==> src/rtl/led_fade_if.sv <==
// led_fade interface: blinker level in, PWM LED drive and ramp status out.
interface led_fade_if #(
   parameter int PWM_BITS = 8
);
   logic                LVL_IN;
   logic                LED_OUT;
   logic [PWM_BITS-1:0] DUTY;
   logic                BUSY;

   modport master (
      output LVL_IN,
      input  LED_OUT,
      input  DUTY,
      input  BUSY
   );

   modport slave (
      input  LVL_IN,
      output LED_OUT,
      output DUTY,
      output BUSY
   );
endinterface

==> src/rtl/led_fade.sv <==
// LED fader: PWM brightness ramp up/down following a synchronized on/off level.
// Define LED_FADE_GAMMA_EN for a registered squared (gamma) PWM compare value.
module led_fade #(
   parameter int PWM_BITS    = 8,
   parameter int STEP_CYCLES = 4096
) (
   input logic     CLK,
   input logic     RST,
   led_fade_if.slave bus
);
   localparam int TW = $clog2(STEP_CYCLES);
   localparam logic [PWM_BITS-1:0] MAX = '1;
   localparam logic [TW-1:0] RLD = TW'(STEP_CYCLES - 1);

   typedef enum logic [1:0] {
      S_OFF,
      S_UP,
      S_ON,
      S_DOWN
   } state_t;

   state_t              state_q;
   logic                s1_q;
   logic                s2_q;
   logic [PWM_BITS-1:0] pwm_q;
   logic [PWM_BITS-1:0] duty_q;
   logic [TW-1:0]       tmr_q;
   logic                busy_q;
   logic                led_q;
   logic [PWM_BITS-1:0] cmp;

`ifdef LED_FADE_GAMMA_EN
   logic [2*PWM_BITS-1:0] sq_d;
   logic [PWM_BITS-1:0]   g_q;

   assign sq_d = {{PWM_BITS{1'b0}}, duty_q} * {{PWM_BITS{1'b0}}, duty_q};

   always_ff @(posedge CLK or posedge RST) begin
      if (RST) begin
         g_q <= '0;
      end else begin
         g_q <= sq_d[2*PWM_BITS-1:PWM_BITS];
      end
   end

   assign cmp = g_q;
`else
   assign cmp = duty_q;
`endif

   always_ff @(posedge CLK or posedge RST) begin
      if (RST) begin
         state_q <= S_OFF;
         s1_q    <= 1'b0;
         s2_q    <= 1'b0;
         pwm_q   <= '0;
         duty_q  <= '0;
         tmr_q   <= '0;
         busy_q  <= 1'b0;
         led_q   <= 1'b0;
      end else begin
         s1_q  <= bus.LVL_IN;
         s2_q  <= s1_q;
         pwm_q <= pwm_q + 1'b1;

         unique case (state_q)
            S_OFF:   led_q <= 1'b0;
            S_ON:    led_q <= 1'b1;
            default: led_q <= (pwm_q < cmp);
         endcase

         // Reversal is tested first so it wins over a coincident step.
         unique case (state_q)
            S_OFF: begin
               duty_q <= '0;
               if (s2_q) begin
                  state_q <= S_UP;
                  busy_q  <= 1'b1;
                  tmr_q   <= RLD;
               end
            end
            S_UP: begin
               if (!s2_q) begin
                  state_q <= S_DOWN;
                  tmr_q   <= RLD;
               end else if (tmr_q == '0) begin
                  tmr_q <= RLD;
                  if (duty_q != MAX) begin
                     duty_q <= duty_q + 1'b1;
                  end
                  if (duty_q >= MAX - 1'b1) begin
                     state_q <= S_ON;
                     busy_q  <= 1'b0;
                  end
               end else begin
                  tmr_q <= tmr_q - 1'b1;
               end
            end
            S_ON: begin
               duty_q <= MAX;
               if (!s2_q) begin
                  state_q <= S_DOWN;
                  busy_q  <= 1'b1;
                  tmr_q   <= RLD;
               end
            end
            S_DOWN: begin
               if (s2_q) begin
                  state_q <= S_UP;
                  tmr_q   <= RLD;
               end else if (tmr_q == '0) begin
                  tmr_q <= RLD;
                  if (duty_q != '0) begin
                     duty_q <= duty_q - 1'b1;
                  end
                  if (duty_q <= {{(PWM_BITS-1){1'b0}}, 1'b1}) begin
                     state_q <= S_OFF;
                     busy_q  <= 1'b0;
                  end
               end else begin
                  tmr_q <= tmr_q - 1'b1;
               end
            end
            default: state_q <= S_OFF;
         endcase
      end
   end

   assign bus.LED_OUT = led_q;
   assign bus.DUTY    = duty_q;
   assign bus.BUSY    = busy_q;
endmodule

==> src/flat_wrapper.sv <==
// flat-port wrapper written by rule: the top's interface ports become plain ports
module led_fade_flat 
#(
   parameter int PWM_BITS    = 8,
   parameter int STEP_CYCLES = 4096
)
  (CLK, RST, bus_LVL_IN, bus_LED_OUT, bus_DUTY, bus_BUSY);
  led_fade_if #(.PWM_BITS(PWM_BITS)) bus_i ();
  input logic CLK;
  input logic RST;
  input wire logic [$bits(bus_i.LVL_IN)-1:0] bus_LVL_IN;
  output wire logic [$bits(bus_i.LED_OUT)-1:0] bus_LED_OUT;
  output wire logic [$bits(bus_i.DUTY)-1:0] bus_DUTY;
  output wire logic [$bits(bus_i.BUSY)-1:0] bus_BUSY;
  assign bus_i.LVL_IN = bus_LVL_IN;
  assign bus_LED_OUT = bus_i.LED_OUT;
  assign bus_DUTY = bus_i.DUTY;
  assign bus_BUSY = bus_i.BUSY;
  led_fade #(.PWM_BITS(PWM_BITS), .STEP_CYCLES(STEP_CYCLES)) u_core (.CLK(CLK), .RST(RST), .bus(bus_i));
endmodule
==> config.mk <==
export PLATFORM = sky130hd
export DESIGN_NAME = led_fade_flat
export DESIGN_NICKNAME = d
export VERILOG_FILES = /design/src/rtl/led_fade_if.sv /design/src/rtl/led_fade.sv /design/src/flat_wrapper.sv
export SDC_FILE = /design/constraint.sdc
export NUM_CORES = 1
export LEC_CHECK = 0
export CAP_MARGIN = 20
export CORE_MARGIN = 2
export CORE_UTILIZATION = 45
export DETAILED_ROUTE_END_ITERATION = 6
export SKIP_CTS_REPAIR_TIMING = 1
export SYNTH_ARGS = -nofsm -noshare
export SYNTH_HDL_FRONTEND = slang
export SYNTH_SLANG_ARGS = --single-unit
==> constraint.sdc <==
create_clock -name CLK -period 3 [get_ports CLK]
set_clock_uncertainty 0.1 [all_clocks]
set_input_delay 0.6 -clock CLK [delete_from_list [all_inputs] [get_ports CLK]]
set_output_delay 0.6 -clock CLK [all_outputs]
set_load 0.01 [all_outputs]
[Word-level counts from Yosys, hierarchy flattened]
Index checks and enable logic that the tools add are counted.
Word-level totals
  bits in registers: 34
  output and inout port bits: 10
Operators by class
  muxes and demuxes: 32
  eq/ne operators: 18
  reduce and logical (&&, ||, !) cells: 7
  magnitude comparators: 3
  $add $sub $neg: 4
Operators by type and width (count)
  $mux W12: 5
  $mux W8: 6
  $pmux W12 S4: 1
  $pmux W8 S4: 1
  $add A8 B1 Y8 const B: 2
  $mux W2: 8
  $ne A2 B1 Y1 const B: 8
  $logic_not A12 Y1: 1
  $reduce_and A6 Y1: 2
  $sub A12 B1 Y12 const B: 1
  $ge A8 B8 Y1 const B: 1
  $le A8 B1 Y1 const B: 1
  $lt A8 B8 Y1: 1
  $mux W1: 8
  $ne A8 B8 Y1 const B: 1
  $pmux W2 S4: 1
  $reduce_and A8 Y1: 1
  $reduce_bool A8 Y1: 1
  $sub A8 B1 Y8 const B: 1
  $ne A3 B1 Y1 const B: 2
  $ne A3 B3 Y1 const B: 2
  $eq A2 B2 Y1 const B: 2
  $ne A2 B2 Y1 const B: 2
  $pmux W1 S4: 1
  other kinds (4): 4

[Depth between registers and ports, before layout]
Gate-level depths: netlist (run 1).
  word-level depth: 5
  depth in mapped cells: 8
  mapped depth without buffers: 7

[Least setup slack after synthesis (run 1)]
No wires, ideal clock.
  kind: flip-flop to flip-flop
  start: register u_core.tmr_q[0]
  end: register u_core.state_q[1]
  setup slack: 367 ps
  stages on the path, launching flop included: 8
  library setup time: 125 ps
  required time: 2775 ps
  data arrival time: 2408 ps
  path buffers: 0
  cells stage by stage: dfrtp_1 -> inv_1 -> ha_1 -> or3b_2 -> or2_4 -> or4_4 -> a221oi_4 -> mux2_4
Between the ends
  cells in the longest elaborated chain, start to end: 3
  elaborated cells on any way between the ends: 4
  classes of those cells: eq/ne (2); reduce/logical (2)
RTL lines
  start, declared: line led_fade.sv:27  | logic [TW-1:0] tmr_q;
  start signal, assigned: line led_fade.sv:96  | tmr_q <= tmr_q - 1'b1;
  start signal, assigned: line led_fade.sv:121  | tmr_q <= tmr_q - 1'b1;
  $logic_not A12 Y1 (*): line led_fade.sv:86, led_fade.sv:111
  $ne A3 B1 Y1 (no line) / $ne A3 B3 Y1 (equally long branches)
  $reduce_and A6 Y1 (no line) (*)
  end signal, assigned: line led_fade.sv:84  | state_q <= S_DOWN;
  end signal, assigned: line led_fade.sv:92  | state_q <= S_ON;
  end signal, assigned: line led_fade.sv:109  | state_q <= S_UP;
  end, declared: line led_fade.sv:22  | state_t state_q;
Mark *: on every way between the ends. The rest lies on a longest branch, timed or not.
A chain may end at the register's enable or synchronous reset.

[Worst setup path after layout (run 1)]
Same ends and word-level chain as after synthesis.

==> results of run 1 <==
[where the power goes]
group	leakage [nW]	internal (mW)	switching [mW]	total [mW]
Combinational	0.622	0.577	0.654	1.23
Sequential	0.375	0.556	0.162	0.718
Clock	0.0504	0.247	0.183	0.431
[state kept, by name, indices dropped and copies added, names as in the netlist]
signal	count
u_core.bus.BUSY	1
u_core.bus.DUTY	8
u_core.bus.LED_OUT	1
u_core.pwm_q	8
u_core.s1_q	1
u_core.s2_q	1
u_core.state_q	2
u_core.tmr_q	12
[cells by family (layout without fill, tap and decap cells)]
| group | Yosys count | after routing | share of synthesized area [%] |
|---|---|---|---|
| xor gates and xnor gates | 19 | 19 | 7.344 |
| buffers and inverters | 28 | 43 | 4.638 |
| and+or+nand+nor | 88 | 88 | 20.65 |
| AOI/OAI and AO/OA | 51 | 51 | 17.28 |
| muxes | 4 | 4 | 2.043 |
| adders and majority gates | 19 | 19 | 10.49 |
| DFF | 34 | 34 | 37.55 |
[routing by layer]
metal | vias to the layer above | share of wire [%] | GRT usage (%)
met1 | 855 | 52 | 28.54
li1 | 905 | - | -
met5 | - | 0 | 0
met3 | 4 | 3.3 | 3.213
met4 | 0 | 0.87 | 5.754
met2 | 36 | 44 | 28.95
[per-stage QoR]
stage	utilization (%)	hold WS [ns]	worst slack (ns)	total power, mW
after detailed placement	51.87	0.2403	0.2509	1.947
after global routing	54.25	0.2596	0.1387	2.573
after CTS	54.25	0.2597	0.2442	2.397
after floorplan	-	0.2312	0.3666	1.564
after global placement	51.87	0.2353	0.3134	1.950
final	54.25	0.2543	0.2378	2.379
[layout by cell type (no fill, tap or decap), types with 2 or more instances in the layout]
cell type        Yosys  routed
a2111o_1             2       2
a21o_1               3       3
a21oi_1              5       5
a221oi_1             4       4
a31oi_1              5       5
and2_1               2       2
and4_1               2       2
buf_4                0       7
clkbuf_8             0       5
clkdlybuf4s50_1      0      12
clkinvlp_4           0       2
dfrtp_1             34      34
ha_1                19      19
inv_1               16      16
mux2i_1              2       2
nand2_1             22      22
nand2b_1             4       4
nand3_1              8       8
nand3b_1             2       2
nand4_1              4       4
nor2_1              20      20
nor2b_1              3       3
nor3_1               3       3
nor4_1               4       4
nor4b_1              2       2
o211ai_1             3       3
o21ai_0              7       7
o311ai_0             2       2
o31ai_1              8       7
o41ai_1              2       2
or2_2                3       3
or3b_2               2       2
or4_4                2       2
xnor2_1             11      11
xor2_1               8       8
[area by class of cell]
cell class	instances	area, sq um	area share, %
Clock inverter	3	45.04	1.735
Multi-Input combinational cell	181	1315	50.65
Tap cell	67	83.83	3.229
Clock buffer	5	68.82	2.651
Timing Repair Buffer	19	172.7	6.651
Sequential cell	34	850.8	32.77
Inverter	16	60.06	2.313
[final timing paths]
kind | endpoint | slack, ns | depth (start not counted)
max | u_core.state_q[1]$_DFFE_PP0P_ | 0.24 | 7
min | u_core.s2_q$_DFF_PP0_ | 0.25 | 0
max reg2reg | u_core.state_q[1]$_DFFE_PP0P_ | 0.24 | 7
min reg2reg | u_core.s2_q$_DFF_PP0_ | 0.25 | 0
max in group asynchronous | u_core.bus.LED_OUT$_DFF_PP0_ | 1.86 | 3
min in group asynchronous | u_core.tmr_q[11]$_DFFE_PP0P_ | 0.61 | 3
==> results.py, run 1 <==
metrics = {
    "yosys": {
        "synth_nets": 265,
        "synth_edf_count": 0,
        "netlist_area_sq_um": 2266,
        "synth-main-ff-cell": "dfrtp_1",
        "syn_area_per_cell_sq_um": 9.325,
        "synth-async-reset-ratio_pct": 100.0,
        "synth_area_leaders": "dfrtp_1 (38%), ha_1 (10%), xnor2_1 (4.3%), nand2_1 (3.6%), nor2_1 (3.3%)",
        "syn_inst": 243,
        "synth.top_cell.area_share_pct": 37.55,
        "synth_common_cells": "dfrtp_1 (34), nand2_1 (22), nor2_1 (20), ha_1 (19), inv_1 (16)",
        "synth_most_common_cell": "dfrtp_1",
        "seq_area_frac_synth_pct": 37.55,
        "ys_warn_count": 0,
        "yosys.area.top_type": "dfrtp_1",
        "synth_cell_types": 50,
        "ys_ff_latch": 34,
    },
    "routing": {
        "drt_iter0_markers": 125,
        "firstDrtPassIters": 4,
        "drt_wl_total_um": 4814,
        "viasPerCell": 5.538,
        "drc": 0,
        "wl_per_cell_um": 14.81,
        "vias": 1800,
        "drtAntennaViolNets": 0,
    },
    "global_routing": {
        "grt-ovfl-total": 0,
        "grt_max_degree": 35,
        "antenna_found_initial": 0,
        "grt.total_usage_pct": 19.28,
        "grt_pass1_vias": 1713,
        "grt_pass1_wl_um": 8314,
    },
    "cells_and_area": {
        "layout-drive-gt1-share_pct": 10.85,
        "fill_cells": 445,
        "antennaDiodeCount": 0,
        "finalInstanceArea_sq_um": 2596,
        "fin_nets": 279,
        "stdcell_count": 325,
        "area_delta_synth_final_pct": 14.58,
    },
    "worst_setup_path": {
        "arrival_ns": 2.84,
        "worstPathMaxFanout": 6,
        "crit_family": "simple AND/OR/NAND/NOR gates",
        "cp_num_buf_inv": 1,
        "start_kind": "flop",
        "worst_path_max_delay_cell": "or3b_2",
        "timing.rr.start": "u_core.tmr_q[0]$_DFFE_PP0P_",
        "criticalPathCategory": "reg -> reg",
        "max_stage_delay_ns": 0.49,
        "startpoint": "u_core.tmr_q[0]$_DFFE_PP0P_",
        "endpoint_kind": "flop",
        "worstPathRequired_ns": 3.08,
        "crit_chain": "inv_1 -> ha_1 -> or3b_2 -> or2_4 -> or4_4 -> a221oi_4 -> mux2_4",
    },
    "clocking": {
        "cts_tree": "done",
        "cts_buffer_depth": 2,
        "cts_sinks": 34,
        "htreeDepth": 2,
        "cts_inserted_buffers": 5,
        "insertion_delay_ns": 0.29,
        "clk_root_buffer_cell": "clkbuf_8",
        "path_clk_slew_ns": 0.08,
    },
    "timing": {
        "min_period_over_period_pct": 92.07,
        "fin_tns_setup_ns": 0,
        "maxSlewHeadroom_pct": 57.19,
        "fmax_ghz": 0.3620,
        "rsz0062_at_grt": "no",
        "worst_pin_slew_ns": 0.6354,
        "final_hold_viol_count": 0,
        "slew_violations": 0,
        "setup_violations": 0,
        "period_needed_ns": 2.762,
    },
    "floorplanning": {
        "row_count": 25,
        "die_h_um": 74.96,
        "start_util_pct": 47.35,
        "die_w_um": 74.96,
        "io_pins": 13,
        "core_sq_um": 4786,
        "die-area_sq_um": 5619,
    },
    "placement": {
        "placed_cells": 317,
        "gp_congestion": 0.8829,
        "port_buffers": 12,
        "dp_hpwl_um": 3473,
        "postPlaceCellArea_sq_um": 2482,
    },
    "min_path": {
        "min_from": "u_core.s1_q$_DFF_PP0_",
        "hp-class": "reg -> reg",
    },
    "run_status": {
        "status": "finished clean",
    },
    "power_and_ir_drop": {
        "power-per-cell-area_nw_per_um2": 916.4,
        "irDropWorstVdd_uv": 376.6,
        "p_leak_nw": 1.047,
    },
    "flow_run": {
        "cap_viol_max_count": 0,
    },
}
(Power assumes the default switching activity.)
==> run 2: changes to the inputs <==
- PLACE_DENSITY_LB_ADDON: default -> 0.3
==> run 2 against run 1 <==
Count of clock-buffer cells in the layout rose by 2. Clock power fell by 19%. Worst hold slack better by 0.0011 ns. Highest routed layer unchanged. Wire length decreased by 0.27%. Largest cell class unchanged. Die area unchanged. First-iteration DRC count down 4.0%. Non-clock buffer count grew 1. Fmax up 1.0%. Combinational power barely moved. Sequential power down 2%.
==> results.py, run 2 (synthesis gave the netlist of run 1 again) <==
metrics = {
    "worst_setup_path": {
        "timing.rr.start": "u_core.tmr_q[0]$_DFFE_PP0P_",
        "startpoint": "u_core.tmr_q[0]$_DFFE_PP0P_",
        "worstPathRequired_ns": 3.07,
        "worstSetupEndpoint": "u_core.state_q[1]$_DFFE_PP0P_",
        "arrival_ns": 2.81,
        "start_kind": "flop",
        "criticalPathCategory": "reg -> reg",
        "reg2reg_slack_ns": 0.27,
        "r2r_cells": 7,
        "endpoint_kind": "flop",
        "r2r-end": "u_core.state_q[1]$_DFFE_PP0P_",
        "worstPathMaxFanout": 6,
    },
    "timing": {
        "fmax_ghz": 0.3657,
        "min_period_over_period_pct": 91.14,
        "fin_tns_setup_ns": 0,
        "period_needed_ns": 2.734,
        "timing.final.ws_setup_ns": 0.2657,
        "maxSlewHeadroom_pct": 59.65,
        "final_hold_viol_count": 0,
        "slew_violations": 0,
        "setup_violations": 0,
        "rsz0062_at_grt": "no",
        "worst_pin_slew_ns": 0.5990,
    },
    "cells_and_area": {
        "top_register": "u_core.tmr_q",
        "stdcell_count": 326,
        "fill_cells": 441,
        "layout-drive-gt1-share_pct": 10.42,
        "mostFrequentLayoutCell": "dfrtp_1",
        "antennaDiodeCount": 0,
        "finish.utilization_pct": 53.83,
        "largest_reg_flops": 12,
        "layout_common_cells": "dfrtp_1 (34), nand2_1 (22), nor2_1 (20)",
        "fin_nets": 280,
        "finalInstanceArea_sq_um": 2576,
        "area_delta_synth_final_pct": 13.69,
        "multi_input_area_sq_um": 1310,
        "seq_area_sq_um": 850.8,
    },
    "clocking": {
        "cts_buffer_depth": 2,
        "cts_inserted_buffers": 5,
        "clk_root_buffer_cell": "clkbuf_8",
        "path_clk_slew_ns": 0.07,
        "cts_tree": "done",
        "insertion_delay_ns": 0.28,
        "htreeDepth": 2,
        "cts_sinks": 34,
    },
    "routing": {
        "drt_iter0_markers": 120,
        "route.met2.wl_um": 2317,
        "wl_met3_um": 138,
        "top_layer": "met4",
        "firstDrtPassIters": 4,
        "viasPerCell": 5.617,
        "wl_per_cell_um": 14.73,
        "drt_wl_total_um": 4801,
        "vias": 1831,
        "drtAntennaViolNets": 0,
        "drc": 0,
        "wl_met1_um": 2306,
    },
    "global_routing": {
        "antenna_found_initial": 0,
        "grt_max_degree": 35,
        "grt_pass1_wl_um": 8107,
        "grt.total_usage_pct": 18.90,
        "grt_pass1_vias": 1734,
        "grt-ovfl-total": 0,
    },
    "power_and_ir_drop": {
        "irDropWorstVdd_uv": 471.4,
        "p_leak_nw": 1.048,
        "power-per-cell-area_nw_per_um2": 894.4,
    },
    "flow_run": {
        "cap_viol_max_count": 0,
    },
    "floorplanning": {
        "die_h_um": 74.96,
        "core_sq_um": 4786,
        "start_util_pct": 47.35,
        "die-area_sq_um": 5619,
        "io_pins": 13,
        "die_w_um": 74.96,
        "row_count": 25,
    },
    "min_path": {
        "hp-class": "reg -> reg",
    },
    "placement": {
        "port_buffers": 12,
        "placed_cells": 318,
        "dp_hpwl_um": 3422,
        "gp_congestion": 0.7950,
        "postPlaceCellArea_sq_um": 2485,
        "place_ws_ns": 0.2875,
    },
    "run_status": {
        "status": "finished clean",
    },
}
==> run 2: per-layer routing <==
metal,vias up,track usage (%)
met3,6,3.882
met1,891,25.47
met2,27,30.70
li1,907,-
met5,-,0
met4,0,5.754
==> run 2: worst max-delay path, stage by stage, from the launching register on <==
cell	delay, ns
dfrtp_1	0.38
inv_1	0.09
ha_1	0.20
or3b_2	0.48
or2_4	0.27
or4_4	0.45
a221oi_4	0.33
mux2_4	0.32
==> run 2: worst min path at each step <==
stage,from,cells past startpoint,endpoint,slack [ns]
final,u_core.s1_q$_DFF_PP0_,0,u_core.s2_q$_DFF_PP0_,0.26
after global routing,u_core.s1_q$_DFF_PP0_,0,u_core.s2_q$_DFF_PP0_,0.27
after CTS,u_core.s1_q$_DFF_PP0_,0,u_core.s2_q$_DFF_PP0_,0.26
after detailed placement,u_core.s1_q$_DFF_PP0_,0,u_core.s2_q$_DFF_PP0_,0.25
after global placement,u_core.s1_q$_DFF_PP0_,0,u_core.s2_q$_DFF_PP0_,0.24
after floorplan,u_core.s1_q$_DFF_PP0_,0,u_core.s2_q$_DFF_PP0_,0.23
==> run 2: cell type report <==
cell class              count  area share [%]
well taps                  67           3.254
multi-input cells         181           50.85
clock inverters             1          0.1943
repair buffers             20           6.994
inverters                  16           2.331
flip-flops and latches     34           33.03
clock buffers               7           3.351
==> run 2: through the flow <==
step / power [mW] / hold WS, ns
CTS: 2.318 / 0.2629
finish: 2.304 / 0.2554
detailed placement: 1.955 / 0.2458
floorplan: 1.564 / 0.2312
global route: 2.491 / 0.2726
global placement: 1.931 / 0.2420
==> run 2: power by group <==
| group | switching (mW) | total [mW] | internal (mW) |
|---|---|---|---|
| Combinational | 0.670 | 1.25 | 0.578 |
| Clock | 0.166 | 0.351 | 0.185 |
| Sequential | 0.148 | 0.705 | 0.556 |
| Total | 0.985 | 2.30 | 1.32 |
